[config.mk]
export PLATFORM = sky130hd
export DESIGN_NAME = ddr3_traffic_gen_flat
export DESIGN_NICKNAME = d
export VERILOG_FILES = /design/src/rtl/ddr3_tg_pkg.sv /design/src/rtl/ddr3_traffic_gen_if.sv /design/src/rtl/ddr3_tg_lfsr.sv /design/src/rtl/ddr3_traffic_gen.sv /design/src/flat_wrapper.sv
export SDC_FILE = /design/constraint.sdc
export NUM_CORES = 1
export LEC_CHECK = 0
export CAP_MARGIN = 40
export CORE_MARGIN = 4
export CORE_UTILIZATION = 41
export DETAILED_ROUTE_END_ITERATION = 8
export HOLD_SLACK_MARGIN = 0.08
export PLACE_DENSITY = 0.65
export REMOVE_ABC_BUFFERS = 1
export SYNTH_ARGS = -nofsm -noshare
export SYNTH_HDL_FRONTEND = slang
export SYNTH_SLANG_ARGS = --single-unit
[constraint.sdc]
create_clock -name clk -period 3.24 [get_ports clk]
set_input_delay 0.81 -clock clk [delete_from_list [all_inputs] [get_ports clk]]
set_output_delay 0.81 -clock clk [all_outputs]
set_load 0.05 [all_outputs]
[src/rtl/ddr3_tg_pkg.sv]
// Shared definitions for the DDR3 traffic generator: controller command codes,
// FSM state encoding and the LFSR feedback taps.
package ddr3_tg_pkg;

  localparam logic [2:0] CMD_NOP = 3'd0;
  localparam logic [2:0] CMD_SCR = 3'd1;
  localparam logic [2:0] CMD_SCW = 3'd2;

  typedef enum logic [2:0] {
    ST_IDLE,
    ST_INIT,
    ST_WRITE,
    ST_READ,
    ST_DRAIN,
    ST_FINISH
  } tg_state_e;

  // Taps 16,14,13,11 expressed as a mask over bits [15:0]
  localparam logic [15:0] LFSR_TAPS = 16'hB400;

endpackage

[src/rtl/ddr3_traffic_gen_if.sv]
// Host-side bus between the traffic generator (master) and ddr3_controller (slave).
interface ddr3_traffic_gen_if #(
  parameter int DW = 16,
  parameter int AW = 25
);
  logic          initddr;
  logic [2:0]    cmd;
  logic [1:0]    sz;
  logic [2:0]    op;
  logic [DW-1:0] din;
  logic [AW-1:0] addr;
  logic          read;
  logic [DW-1:0] dout;
  logic [AW-1:0] raddr;
  logic          validout;
  logic [5:0]    fillcount;
  logic          notfull;
  logic          ready;

  modport master (
    output initddr, cmd, sz, op, din, addr, read,
    input  dout, raddr, validout, fillcount, notfull, ready
  );

  modport slave (
    input  initddr, cmd, sz, op, din, addr, read,
    output dout, raddr, validout, fillcount, notfull, ready
  );
endinterface

[src/rtl/ddr3_tg_lfsr.sv]
// 16-bit Fibonacci LFSR, left-shifting; load restarts from SEED (a zero seed becomes 1).
module ddr3_tg_lfsr
  import ddr3_tg_pkg::*;
#(
  parameter logic [15:0] SEED = 16'hACE1
) (
  input  logic        clk,
  input  logic        reset,
  input  logic        load,
  input  logic        advance,
  output logic [15:0] value
);

  localparam logic [15:0] SEED_NZ = (SEED == 16'd0) ? 16'd1 : SEED;

  logic [15:0] r_value;

  always_ff @(posedge clk or negedge reset) begin
    if (!reset) begin
      r_value <= '0;
    end else if (load) begin
      r_value <= SEED_NZ;
    end else if (advance) begin
      r_value <= {r_value[14:0], ^(r_value & LFSR_TAPS)};
    end
  end

  assign value = r_value;

endmodule

[src/rtl/ddr3_traffic_gen.sv]
// DDR3 bring-up engine: init, write NUM_WORDS LFSR words, read back and compare.
// Optional build macro DDR3_TRAFFIC_GEN_INJECT_EN adds error injection and write throttling.
module ddr3_traffic_gen
  import ddr3_tg_pkg::*;
#(
  parameter int          DW        = 16,
  parameter int          AW        = 25,
  parameter int          NUM_WORDS = 64,
  parameter int unsigned BASE_ADDR = 0,
  parameter int unsigned ADDR_STEP = 8,
  parameter logic [15:0] SEED      = 16'hACE1,
  parameter int          TIMEOUT   = 4095
) (
  input  logic        clk,
  input  logic        reset,
  input  logic        start,
`ifdef DDR3_TRAFFIC_GEN_INJECT_EN
  input  logic        inject,
`endif
  output logic        busy,
  output logic        done,
  output logic        pass,
  output logic        timeout,
  output logic [15:0] err_count,
  ddr3_traffic_gen_if.master bus
);

  localparam logic [AW-1:0] BASE = AW'(BASE_ADDR);
  localparam logic [AW-1:0] STEP = AW'(ADDR_STEP);

  tg_state_e     r_state, w_next;
  logic [AW-1:0] r_cur_addr, r_exp_addr;
  logic [15:0]   r_issue_cnt, r_pop_cnt, r_tmo_cnt, r_err_cnt;
  logic          r_pass, r_timeout;
  logic [15:0]   w_wr_lfsr, w_rd_lfsr;
  logic          w_start_ok, w_issue, w_last_issue, w_pop, w_pop_valid;
  logic          w_mismatch, w_pops_done, w_tmo_hit, w_tmo_abort, w_flip, w_can_write;

  function automatic logic [DW-1:0] f_expand(input logic [15:0] v);
    logic [DW-1:0] w;
    for (int i = 0; i < DW; i++) w[i] = v[4'(i % 16)];
    return w;
  endfunction

`ifdef DDR3_TRAFFIC_GEN_INJECT_EN
  logic r_inject;
  always_ff @(posedge clk or negedge reset) begin
    if (!reset)          r_inject <= 1'b0;
    else if (w_start_ok) r_inject <= inject;
  end
  assign w_flip      = r_inject && (r_issue_cnt == 16'(NUM_WORDS / 2));
  assign w_can_write = bus.notfull && (bus.fillcount < 6'd32);
`else
  logic w_unused;
  assign w_unused    = ^bus.fillcount;
  assign w_flip      = 1'b0;
  assign w_can_write = bus.notfull;
`endif

  assign w_start_ok   = (r_state == ST_IDLE) && start;
  assign w_issue      = ((r_state == ST_WRITE) && w_can_write) ||
                        ((r_state == ST_READ) && bus.notfull);
  assign w_last_issue = w_issue && (r_issue_cnt == 16'(NUM_WORDS - 1));
  assign w_pop        = ((r_state == ST_READ) || (r_state == ST_DRAIN)) && bus.validout;
  assign w_pop_valid  = w_pop && (r_pop_cnt < 16'(NUM_WORDS));
  assign w_mismatch   = w_pop_valid &&
                        ((bus.dout != f_expand(w_rd_lfsr)) || (bus.raddr != r_exp_addr));
  assign w_pops_done  = (r_pop_cnt == 16'(NUM_WORDS)) ||
                        (w_pop_valid && (r_pop_cnt == 16'(NUM_WORDS - 1)));
  assign w_tmo_hit    = (r_tmo_cnt == 16'(TIMEOUT));

  ddr3_tg_lfsr #(.SEED(SEED)) u_wr_lfsr (
    .clk     (clk),
    .reset   (reset),
    .load    (w_start_ok),
    .advance (w_issue && (r_state == ST_WRITE)),
    .value   (w_wr_lfsr)
  );

  ddr3_tg_lfsr #(.SEED(SEED)) u_rd_lfsr (
    .clk     (clk),
    .reset   (reset),
    .load    (w_start_ok),
    .advance (w_pop_valid),
    .value   (w_rd_lfsr)
  );

  always_comb begin
    w_next      = r_state;
    w_tmo_abort = 1'b0;
    bus.cmd     = CMD_NOP;
    bus.addr    = '0;
    bus.din     = '0;
    bus.initddr = 1'b0;
    unique case (r_state)
      ST_IDLE: if (start) w_next = bus.ready ? ST_WRITE : ST_INIT;
      ST_INIT: begin
        bus.initddr = !bus.ready;
        if (bus.ready) begin
          w_next = ST_WRITE;
        end else if (w_tmo_hit) begin
          w_next      = ST_FINISH;
          w_tmo_abort = 1'b1;
        end
      end
      ST_WRITE: begin
        if (w_issue) begin
          bus.cmd  = CMD_SCW;
          bus.addr = r_cur_addr;
          bus.din  = f_expand(w_wr_lfsr) ^ DW'(w_flip);
        end
        if (w_last_issue) w_next = ST_READ;
      end
      ST_READ: begin
        if (w_issue) begin
          bus.cmd  = CMD_SCR;
          bus.addr = r_cur_addr;
        end
        if (w_last_issue) w_next = ST_DRAIN;
      end
      ST_DRAIN: begin
        if (w_pops_done) begin
          w_next = ST_FINISH;
        end else if (w_tmo_hit) begin
          w_next      = ST_FINISH;
          w_tmo_abort = 1'b1;
        end
      end
      ST_FINISH: w_next = ST_IDLE;
      default:   w_next = ST_IDLE;
    endcase
  end

  always_ff @(posedge clk or negedge reset) begin
    if (!reset) begin
      r_state     <= ST_IDLE;
      r_cur_addr  <= '0;
      r_exp_addr  <= '0;
      r_issue_cnt <= '0;
      r_pop_cnt   <= '0;
      r_tmo_cnt   <= '0;
      r_err_cnt   <= '0;
      r_pass      <= 1'b0;
      r_timeout   <= 1'b0;
    end else begin
      r_state <= w_next;
      // Progress watchdog: any state change, issue or pop counts as progress
      if ((w_next != r_state) || w_issue || w_pop) r_tmo_cnt <= '0;
      else if (r_tmo_cnt != 16'hFFFF)              r_tmo_cnt <= r_tmo_cnt + 16'd1;
      if (w_start_ok) begin
        r_err_cnt   <= '0;
        r_pass      <= 1'b0;
        r_timeout   <= 1'b0;
        r_issue_cnt <= '0;
        r_pop_cnt   <= '0;
        r_cur_addr  <= BASE;
        r_exp_addr  <= BASE;
      end
      if (w_issue) begin
        r_issue_cnt <= w_last_issue ? 16'd0 : r_issue_cnt + 16'd1;
        r_cur_addr  <= w_last_issue ? BASE : r_cur_addr + STEP;
      end
      if (w_pop_valid) begin
        r_pop_cnt  <= r_pop_cnt + 16'd1;
        r_exp_addr <= r_exp_addr + STEP;
        if (w_mismatch && (r_err_cnt != 16'hFFFF)) r_err_cnt <= r_err_cnt + 16'd1;
      end
      if (w_tmo_abort) r_timeout <= 1'b1;
      if (r_state == ST_FINISH) r_pass <= (r_err_cnt == 16'd0) && !r_timeout;
    end
  end

  assign bus.sz    = '0;
  assign bus.op    = '0;
  assign bus.read  = w_pop;
  assign busy      = (r_state != ST_IDLE);
  assign done      = (r_state == ST_FINISH);
  assign pass      = r_pass;
  assign timeout   = r_timeout;
  assign err_count = r_err_cnt;

endmodule

[src/flat_wrapper.sv]
// flat-port wrapper written by rule: the top's interface ports become plain ports
module ddr3_traffic_gen_flat import ddr3_tg_pkg::*;
#(
  parameter int          DW        = 16,
  parameter int          AW        = 25,
  parameter int          NUM_WORDS = 64,
  parameter int unsigned BASE_ADDR = 0,
  parameter int unsigned ADDR_STEP = 8,
  parameter logic [15:0] SEED      = 16'hACE1,
  parameter int          TIMEOUT   = 4095
)
  (clk, reset, start, busy, done, pass, timeout, err_count, bus_initddr, bus_cmd, bus_sz, bus_op, bus_din, bus_addr, bus_read, bus_dout, bus_raddr, bus_validout, bus_fillcount, bus_notfull, bus_ready);
  ddr3_traffic_gen_if #(.DW(DW), .AW(AW)) bus_i ();
  input  logic clk;
  input  logic reset;
  input  logic start;
  output logic busy;
  output logic done;
  output logic pass;
  output logic timeout;
  output logic [15:0] err_count;
  output wire logic [$bits(bus_i.initddr)-1:0] bus_initddr;
  output wire logic [$bits(bus_i.cmd)-1:0] bus_cmd;
  output wire logic [$bits(bus_i.sz)-1:0] bus_sz;
  output wire logic [$bits(bus_i.op)-1:0] bus_op;
  output wire logic [$bits(bus_i.din)-1:0] bus_din;
  output wire logic [$bits(bus_i.addr)-1:0] bus_addr;
  output wire logic [$bits(bus_i.read)-1:0] bus_read;
  input wire logic [$bits(bus_i.dout)-1:0] bus_dout;
  input wire logic [$bits(bus_i.raddr)-1:0] bus_raddr;
  input wire logic [$bits(bus_i.validout)-1:0] bus_validout;
  input wire logic [$bits(bus_i.fillcount)-1:0] bus_fillcount;
  input wire logic [$bits(bus_i.notfull)-1:0] bus_notfull;
  input wire logic [$bits(bus_i.ready)-1:0] bus_ready;
  assign bus_initddr = bus_i.initddr;
  assign bus_cmd = bus_i.cmd;
  assign bus_sz = bus_i.sz;
  assign bus_op = bus_i.op;
  assign bus_din = bus_i.din;
  assign bus_addr = bus_i.addr;
  assign bus_read = bus_i.read;
  assign bus_i.dout = bus_dout;
  assign bus_i.raddr = bus_raddr;
  assign bus_i.validout = bus_validout;
  assign bus_i.fillcount = bus_fillcount;
  assign bus_i.notfull = bus_notfull;
  assign bus_i.ready = bus_ready;
  ddr3_traffic_gen #(.DW(DW), .AW(AW), .NUM_WORDS(NUM_WORDS), .BASE_ADDR(BASE_ADDR), .ADDR_STEP(ADDR_STEP), .SEED(SEED), .TIMEOUT(TIMEOUT)) u_core (.clk(clk), .reset(reset), .start(start), .busy(busy), .done(done), .pass(pass), .timeout(timeout), .err_count(err_count), .bus(bus_i));
endmodule
==> flow_metrics.py, run 1 <==
metrics = {
    "status": {
        "status": "finished clean",
    },
    "worst_setup_path": {
        "critPathKind": "in2out",
        "worstPathMaxFanout": 10,
        "crit_arrival_ns": 2.34,
        "end_kind": "output port",
        "start_kind": "input port",
        "reg2regPathDepth": 7,
        "cp.required_ns": 2.43,
    },
    "drt": {
        "antenna_left": 0,
        "detail_route.wl_per_cell_um": 15.19,
        "routed_via_density": 5.381,
        "wl_mm": 18.54,
        "drc_errors": 0,
        "drt-initial-drc-count": 385,
        "vias": 6570,
        "drtPass1Iterations": 5,
    },
    "final_layout": {
        "n_antenna_cell": 0,
        "drive_above_1_share_pct": 11.96,
        "fin_util_pct": 53.23,
        "final_common_cell": "dfrtp_1",
        "nNetsFinal": 1036,
        "layout_common_cells": "dfrtp_1 (145), nand2_1 (129), o21ai_0 (73)",
        "area_delta_synth_final_pct": 27.17,
        "nFillCells": 1705,
    },
    "logic_synthesis": {
        "syn_area_per_cell_um2": 8.958,
        "async_flop_share_pct": 100.0,
        "yosysSeqAreaShare_pct": 46.19,
        "synthAdderAreaFrac_pct": 1.274,
        "synth_area_mm2": 0.007856,
        "synth-compound-area-share_pct": 13.33,
        "synth_warnings": 0,
        "synth.distinct_cells": 59,
        "yosys-mux-area-fraction_pct": 1.784,
        "synthCells": 877,
        "synth_ff_type": "dfrtp_1",
        "synth_top_family_by_area": "simple AND/OR/NAND/NOR gates",
        "synthSimpleGateAreaFrac_pct": 25.91,
        "yosys.area_share.xor_xnor_pct": 6.466,
        "ys_ff_latch": 145,
        "synth-edff-count": 0,
    },
    "flow_run": {
        "cap_violations": 0,
    },
    "worst_hold_path": {
        "hp-class": "in2async",
    },
    "clocking": {
        "cts_num_sinks": 145,
        "cts_tree": "built",
        "cts_setup_buffers": 0,
        "insertion_delay_ns": 0.43,
        "cts_made_buffers": 17,
        "post_cts_resized": 0,
        "clock_path_buffers": 2,
        "hold_buffers": 0,
        "cts.clk_slew.worst_paths_ns": 0.06,
        "ctsRootBufferMaster": "clkbuf_16",
        "cts-htree-levels": 4,
    },
    "grt": {
        "grt_pass1_wl_mm": 31.17,
        "grt_pass1_vias": 6244,
        "antenna_found_initial": 2,
        "grt_usage_pct": 17.52,
        "grt_max_degree": 74,
        "grt_overflow": 0,
    },
    "timing": {
        "fin_crit_ns": 3.153,
        "whs_ns": 0.4024,
        "tightest_slew_ns": 0.7038,
        "skew_ns": 0.009305,
        "slew_headroom_pct": 52.65,
        "hold_viol_final": 0,
        "worst_slack_ns": 0.08731,
        "fmax_ghz": 0.3172,
        "finalMaxSlewViolations": 0,
        "fin_crit_sh_pct": 97.31,
        "grt_setup_unrepaired": "no",
        "setup_viol": 0,
    },
    "pwr": {
        "power_w": 0.006006,
        "ir_drop_mv": 0.3932,
        "power_density_mw_per_mm2": 601.2,
        "p_leak_nw": 4.232,
    },
    "die": {
        "fp-row-count": 50,
        "ios": 124,
        "dieArea_mm2": 0.02144,
        "initial_utilization_pct": 41.86,
        "die_x_um": 146.4,
        "core_mm2": 0.01877,
        "die_y_um": 146.4,
    },
    "placement": {
        "portBuffers": 92,
        "hpwl_mm": 12.73,
        "gp_congestion": 0.8483,
        "preCtsSetupSlack_ns": 0.09925,
    },
}
[per-stage QoR]
stage	TNS, ns	cell area (um2)	cells
3_5_place_dp	0	9415	1190
5_1_grt	0	9991	1221
2_1_floorplan	-0.2992	7610	837
3_3_place_gp	0	9400	1189
6_report	0	9991	1221
4_1_cts	0	9991	1221
[synthesized netlist by cell type (all sizes together), types with 6 or more instances]
cell    number  area, um2
nand2      129      484.2
mux2i       14      140.1
a31oi        6      37.54
and3        13      81.33
o211ai      17      132.6
nor4        14      102.6
a21oi       19      102.6
dfrtp      145       3628
and2        39      244.0
o31ai       20      150.1
buf         31      212.7
nand3       60      300.3
ha           8      100.1
inv         23      86.33
xnor2       33      289.0
clkbuf      25      93.84
nand4       24      150.1
xor2        25      219.0
nor3        26      130.1
nor2        77      324.1
o21ai       74      381.6
[cell type report]
type	count	area, um2	area share [%]
Inverter	23	86.33	0.8641
Sequential cell	145	3628	36.32
Clock buffer	18	439.2	4.396
Clock inverter	13	136.4	1.365
Timing Repair Buffer	119	1510	15.12
Tap cell	234	292.8	2.930
Multi-Input combinational cell	669	3897	39.01
[state kept, by name, indices dropped and copies added (netlist names)]
signal and count:
u_core.r_cur_addr 22, u_core.r_exp_addr 22, u_core.err_count 16, u_core.r_issue_cnt 16, u_core.r_pop_cnt 16, u_core.r_tmo_cnt 16, u_core.u_rd_lfsr.value 16, u_core.u_wr_lfsr.value 16
u_core.r_state 3, u_core.pass 1, u_core.timeout 1
[final timing paths]
check                                                start                    endpoint  slack, ns
worst max-delay path                           bus_notfull                  bus_din[6]       0.09
worst min-delay path                                 reset       u_core.r_exp_addr[15]       0.40
worst max register to register       u_core.r_issue_cnt[7]       u_core.r_cur_addr[12]       0.82
worst min register to register  u_core.u_rd_lfsr.value[11]  u_core.u_rd_lfsr.value[12]       0.48
max in group asynchronous                            reset       u_core.r_issue_cnt[2]       2.09
min in group clk                u_core.u_rd_lfsr.value[11]  u_core.u_rd_lfsr.value[12]       0.48
[critical path: stages]
cell	delay [ns]
clkdlybuf4s50_1	0.48
nand3b_1	0.09
or2_2	0.30
inv_1	0.26
and2_1	0.25
buf_12	0.15
[layer usage]
layer	track usage, %	up-vias	wire, um
met5	0	-	30
met4	4.233	4	149
met3	6.145	17	963
met2	26.86	132	8406
met1	23.95	3180	8993
li1	-	3237	-
[kinds of logic (layout without fill, tap and decap cells)]
| family | after synthesis | count (layout) |
|---|---|---|
| mux | 14 | 14 |
| flops | 145 | 145 |
| simple gates | 409 | 409 |
| buf+inv | 79 | 173 |
| xor+xnor | 58 | 58 |
| compound gates | 163 | 163 |
| other cells | 1 | 17 |
| fa+ha+maj | 8 | 8 |
[power breakdown]
part | internal, W | switching [W] | total [W]
sequential | 0.00212 | 0.000347 | 0.00247
combinational | 0.000716 | 0.000896 | 0.00161
clock | 0.00115 | 0.000777 | 0.00192
(Power assumes the default switching activity.)
==> inputs of run 2 (changes only) <==
--- a/config.mk
+++ b/config.mk
@@ -15,3 +15,4 @@
 export SYNTH_ARGS = -nofsm -noshare
 export SYNTH_HDL_FRONTEND = slang
 export SYNTH_SLANG_ARGS = --single-unit
+export TNS_END_PERCENT = 50
==> results of run 2 <==
No change in the layout: final DEF, timing and power equal those of run 1.
==> inputs of run 3 (changes only) <==
--- a/config.mk
+++ b/config.mk
@@ -5,12 +5,14 @@
 export SDC_FILE = /design/constraint.sdc
 export NUM_CORES = 1
 export LEC_CHECK = 0
-export CAP_MARGIN = 40
+export ABC_AREA = 1
+export CAP_MARGIN = 10
 export CORE_MARGIN = 4
 export CORE_UTILIZATION = 41
 export DETAILED_ROUTE_END_ITERATION = 8
+export GPL_ROUTABILITY_DRIVEN = 0
 export HOLD_SLACK_MARGIN = 0.08
-export PLACE_DENSITY = 0.65
+export PLACE_DENSITY = 0.64
 export REMOVE_ABC_BUFFERS = 1
 export SYNTH_ARGS = -nofsm -noshare
 export SYNTH_HDL_FRONTEND = slang
==> run 3 against run 2 <==
Effect of this change: setup slack gained 0.085 ns; global-route usage grew 0.083 points; clock-buffer cell count grew 4; critical path depth is the same; synthesized area grew 5.0%; fmax grew 2.8%; clock power is essentially flat; flip-flop and latch count is the same; final cell count grew 18%.
==> flow_metrics.py, run 3 <==
metrics = {
    "logic_synthesis": {
        "yosysSeqAreaShare_pct": 44.00,
        "synth_area_leaders": "dfrtp_1 (44%), nand2_1 (8.6%), inv_1 (7.4%)",
        "synth-edff-count": 0,
        "synth_top_area_share_pct": 44.00,
        "synth_area_mm2": 0.008247,
        "synth_warnings": 0,
        "async_flop_share_pct": 100.0,
        "synth.distinct_cells": 47,
        "synthCells": 1058,
        "synth_top_cell_by_area": "dfrtp_1",
        "ys_ff_latch": 145,
        "synth_ff_type": "dfrtp_1",
        "synthTopCellsByCount": "nand2_1 (189), inv_1 (162), dfrtp_1 (145)",
        "synth.most_common_cell": "nand2_1",
        "syn_area_per_cell_um2": 7.795,
    },
    "drt": {
        "drt-initial-drc-count": 475,
        "drc_errors": 0,
        "detail_route.wl_per_cell_um": 13.17,
        "drtPass1Iterations": 5,
        "routed_via_density": 4.886,
        "antenna_left": 0,
        "wl_mm": 18.95,
        "vias": 7031,
    },
    "worst_setup_path": {
        "path_cells": "clkdlybuf4s50_1 > inv_1 > nor3_4 > nand2_1 > nor2_1 > buf_12",
        "start_kind": "input port",
        "crit_start": "bus_notfull",
        "critPathMaxStageDelay_ns": 0.45,
        "reg2regPathDepth": 10,
        "critPathKind": "in2out",
        "critPathTopFamily": "simple AND/OR/NAND/NOR gates",
        "worstReg2RegStart": "u_core.r_state[0]",
        "crit_arrival_ns": 2.26,
        "endpoint": "bus_din[4]",
        "cp_num_cells": 6,
        "cpMaxStageDelayCell": "clkdlybuf4s50_1",
        "worst-path-buf-inv": 3,
        "end_kind": "output port",
        "worstPathMaxFanout": 10,
        "r2r_slack_ns": 0.58,
        "cp.required_ns": 2.43,
        "r2r_end": "u_core.r_pop_cnt[1]",
    },
    "clocking": {
        "clock_path_buffers": 2,
        "hold_buffers": 0,
        "cts-htree-levels": 4,
        "cts.clk_slew.worst_paths_ns": 0.06,
        "insertion_delay_ns": 0.41,
        "cts_made_buffers": 17,
        "cts_tree": "built",
        "post_cts_resized": 0,
        "ctsRootBufferMaster": "clkbuf_16",
        "cts_num_sinks": 145,
        "cts_setup_buffers": 0,
    },
    "final_layout": {
        "fin_util_pct": 52.76,
        "reg.largest.list": "u_core.r_cur_addr x22, u_core.r_exp_addr x22",
        "nNetsFinal": 1222,
        "layout_common_cells": "nand2_1 (189), inv_1 (162), dfrtp_1 (145)",
        "area_delta_synth_final_pct": 25.75,
        "n_antenna_cell": 0,
        "drive_above_1_share_pct": 10.65,
        "final_common_cell": "nand2_1",
    },
    "die": {
        "initial_utilization_pct": 41.96,
        "die_x_um": 149.8,
        "die_y_um": 149.8,
        "ios": 124,
        "core_mm2": 0.01965,
        "dieArea_mm2": 0.02245,
        "fp-row-count": 51,
    },
    "timing": {
        "finalMaxSlewViolations": 0,
        "whs_ns": 0.4101,
        "slew_headroom_pct": 39.28,
        "fin_crit_sh_pct": 94.69,
        "tightest_slew_ns": 0.9074,
        "skew_ns": 0.009140,
        "fmax_ghz": 0.3260,
        "fin_crit_ns": 3.068,
        "setup_viol": 0,
        "setup_tns_ns": 0,
        "hold_viol_final": 0,
        "grt_setup_unrepaired": "no",
    },
    "grt": {
        "antenna_found_initial": 0,
        "grt_max_degree": 76,
        "grt_pass1_wl_mm": 32.11,
        "grt_overflow": 0,
        "grt_usage_pct": 17.61,
        "grt_pass1_vias": 6517,
    },
    "worst_hold_path": {
        "hp-class": "in2async",
    },
    "placement": {
        "portBuffers": 92,
        "hpwl_mm": 13.55,
    },
    "pwr": {
        "ir_drop_mv": 0.3091,
        "power_density_mw_per_mm2": 385.8,
        "p_leak_nw": 5.017,
    },
    "flow_run": {
        "cap_violations": 0,
    },
    "status": {
        "status": "finished clean",
    },
}
run 3: changes by cell type in the layout (fill, tap and decap cells not counted), sizes merged, moves of 32 or more:
cell,delta
nor2,+78
nand2,+66
inv,+147
and2,-39
o21ai,-32
run 3: metal layers:
layer | vias to the layer above | track usage (%) | wire length [um]
met5 | - | 0 | 0
met4 | 0 | 3.980 | 139
met3 | 6 | 3.967 | 944
met2 | 145 | 26.72 | 8666
met1 | 3300 | 25.78 | 9197
li1 | 3580 | - | -
run 3: worst reg2reg max path, stage by stage, from the launching register on:
cell	delay, ns
dfrtp_1	0.50
inv_2	0.12
nand2_2	0.10
nand2_1	0.10
nand2_1	0.17
nor2_4	0.08
nand2_2	0.12
inv_1	0.06
nor2_1	0.68
inv_2	0.36
o21ai_0	0.27
run 3: logic make-up (layout without fill, tap and decap cells):
| group | after synthesis | after routing | synth area share, % |
|---|---|---|---|
| AND/OR/NAND/NOR | 495 | 495 | 27.87 |
| adder cells (fa/ha/maj) | 8 | 8 | 1.214 |
| buffers and inverters | 213 | 313 | 10.83 |
| AO/OA/AOI/OAI | 133 | 133 | 9.301 |
| multiplexers | 3 | 3 | 0.3641 |
| flip-flops | 145 | 145 | 44.00 |
| XOR/XNOR | 60 | 60 | 6.372 |
| other | 1 | 17 | 0.04547 |
run 3: power by group:
group,switching [W],internal (W)
clock network,0.000744,0.00119
registers,0.0000162,0.00183
logic,0.000140,0.0000813
total,0.000900,0.00310
run 3: per-stage QoR:
stage | setup slack, ns | instances | total power (W) | cell area, um2
detailed placement | 0.1293 | 1407 | 0.002103 | 9787
global route | 0.07347 | 1439 | 0.004154 | 10370
finish | 0.1721 | 1439 | 0.004000 | 10370
CTS | 0.1646 | 1439 | 0.004054 | 10370
global placement | 0.1575 | 1407 | 0.002100 | 9787
floorplan | 0.2502 | 1034 | 0.001990 | 8063
run 3: area by class of cell:
cell class                      count  area (um2)
Clock inverter                     10       108.9
Clock buffer                       22       474.2
Fill cell                        1894        9284
Timing Repair Buffer              108        1393
Inverter                          173       649.4
Multi-Input combinational cell    716        3785
Tap cell                          265       331.6
Sequential cell                   145        3628
run 3: how the worst min path moves through the flow:
stage / from / end / cells past startpoint
6_report: reset / u_core.r_tmo_cnt[7] / 1
5_1_grt: reset / u_core.r_tmo_cnt[7] / 1
4_1_cts: reset / u_core.r_tmo_cnt[7] / 1
3_5_place_dp: u_core.r_pop_cnt[8] / u_core.r_pop_cnt[8] / 2
3_3_place_gp: u_core.r_pop_cnt[9] / u_core.r_pop_cnt[9] / 2
2_1_floorplan: u_core.r_cur_addr[23] / u_core.r_cur_addr[23] / 1
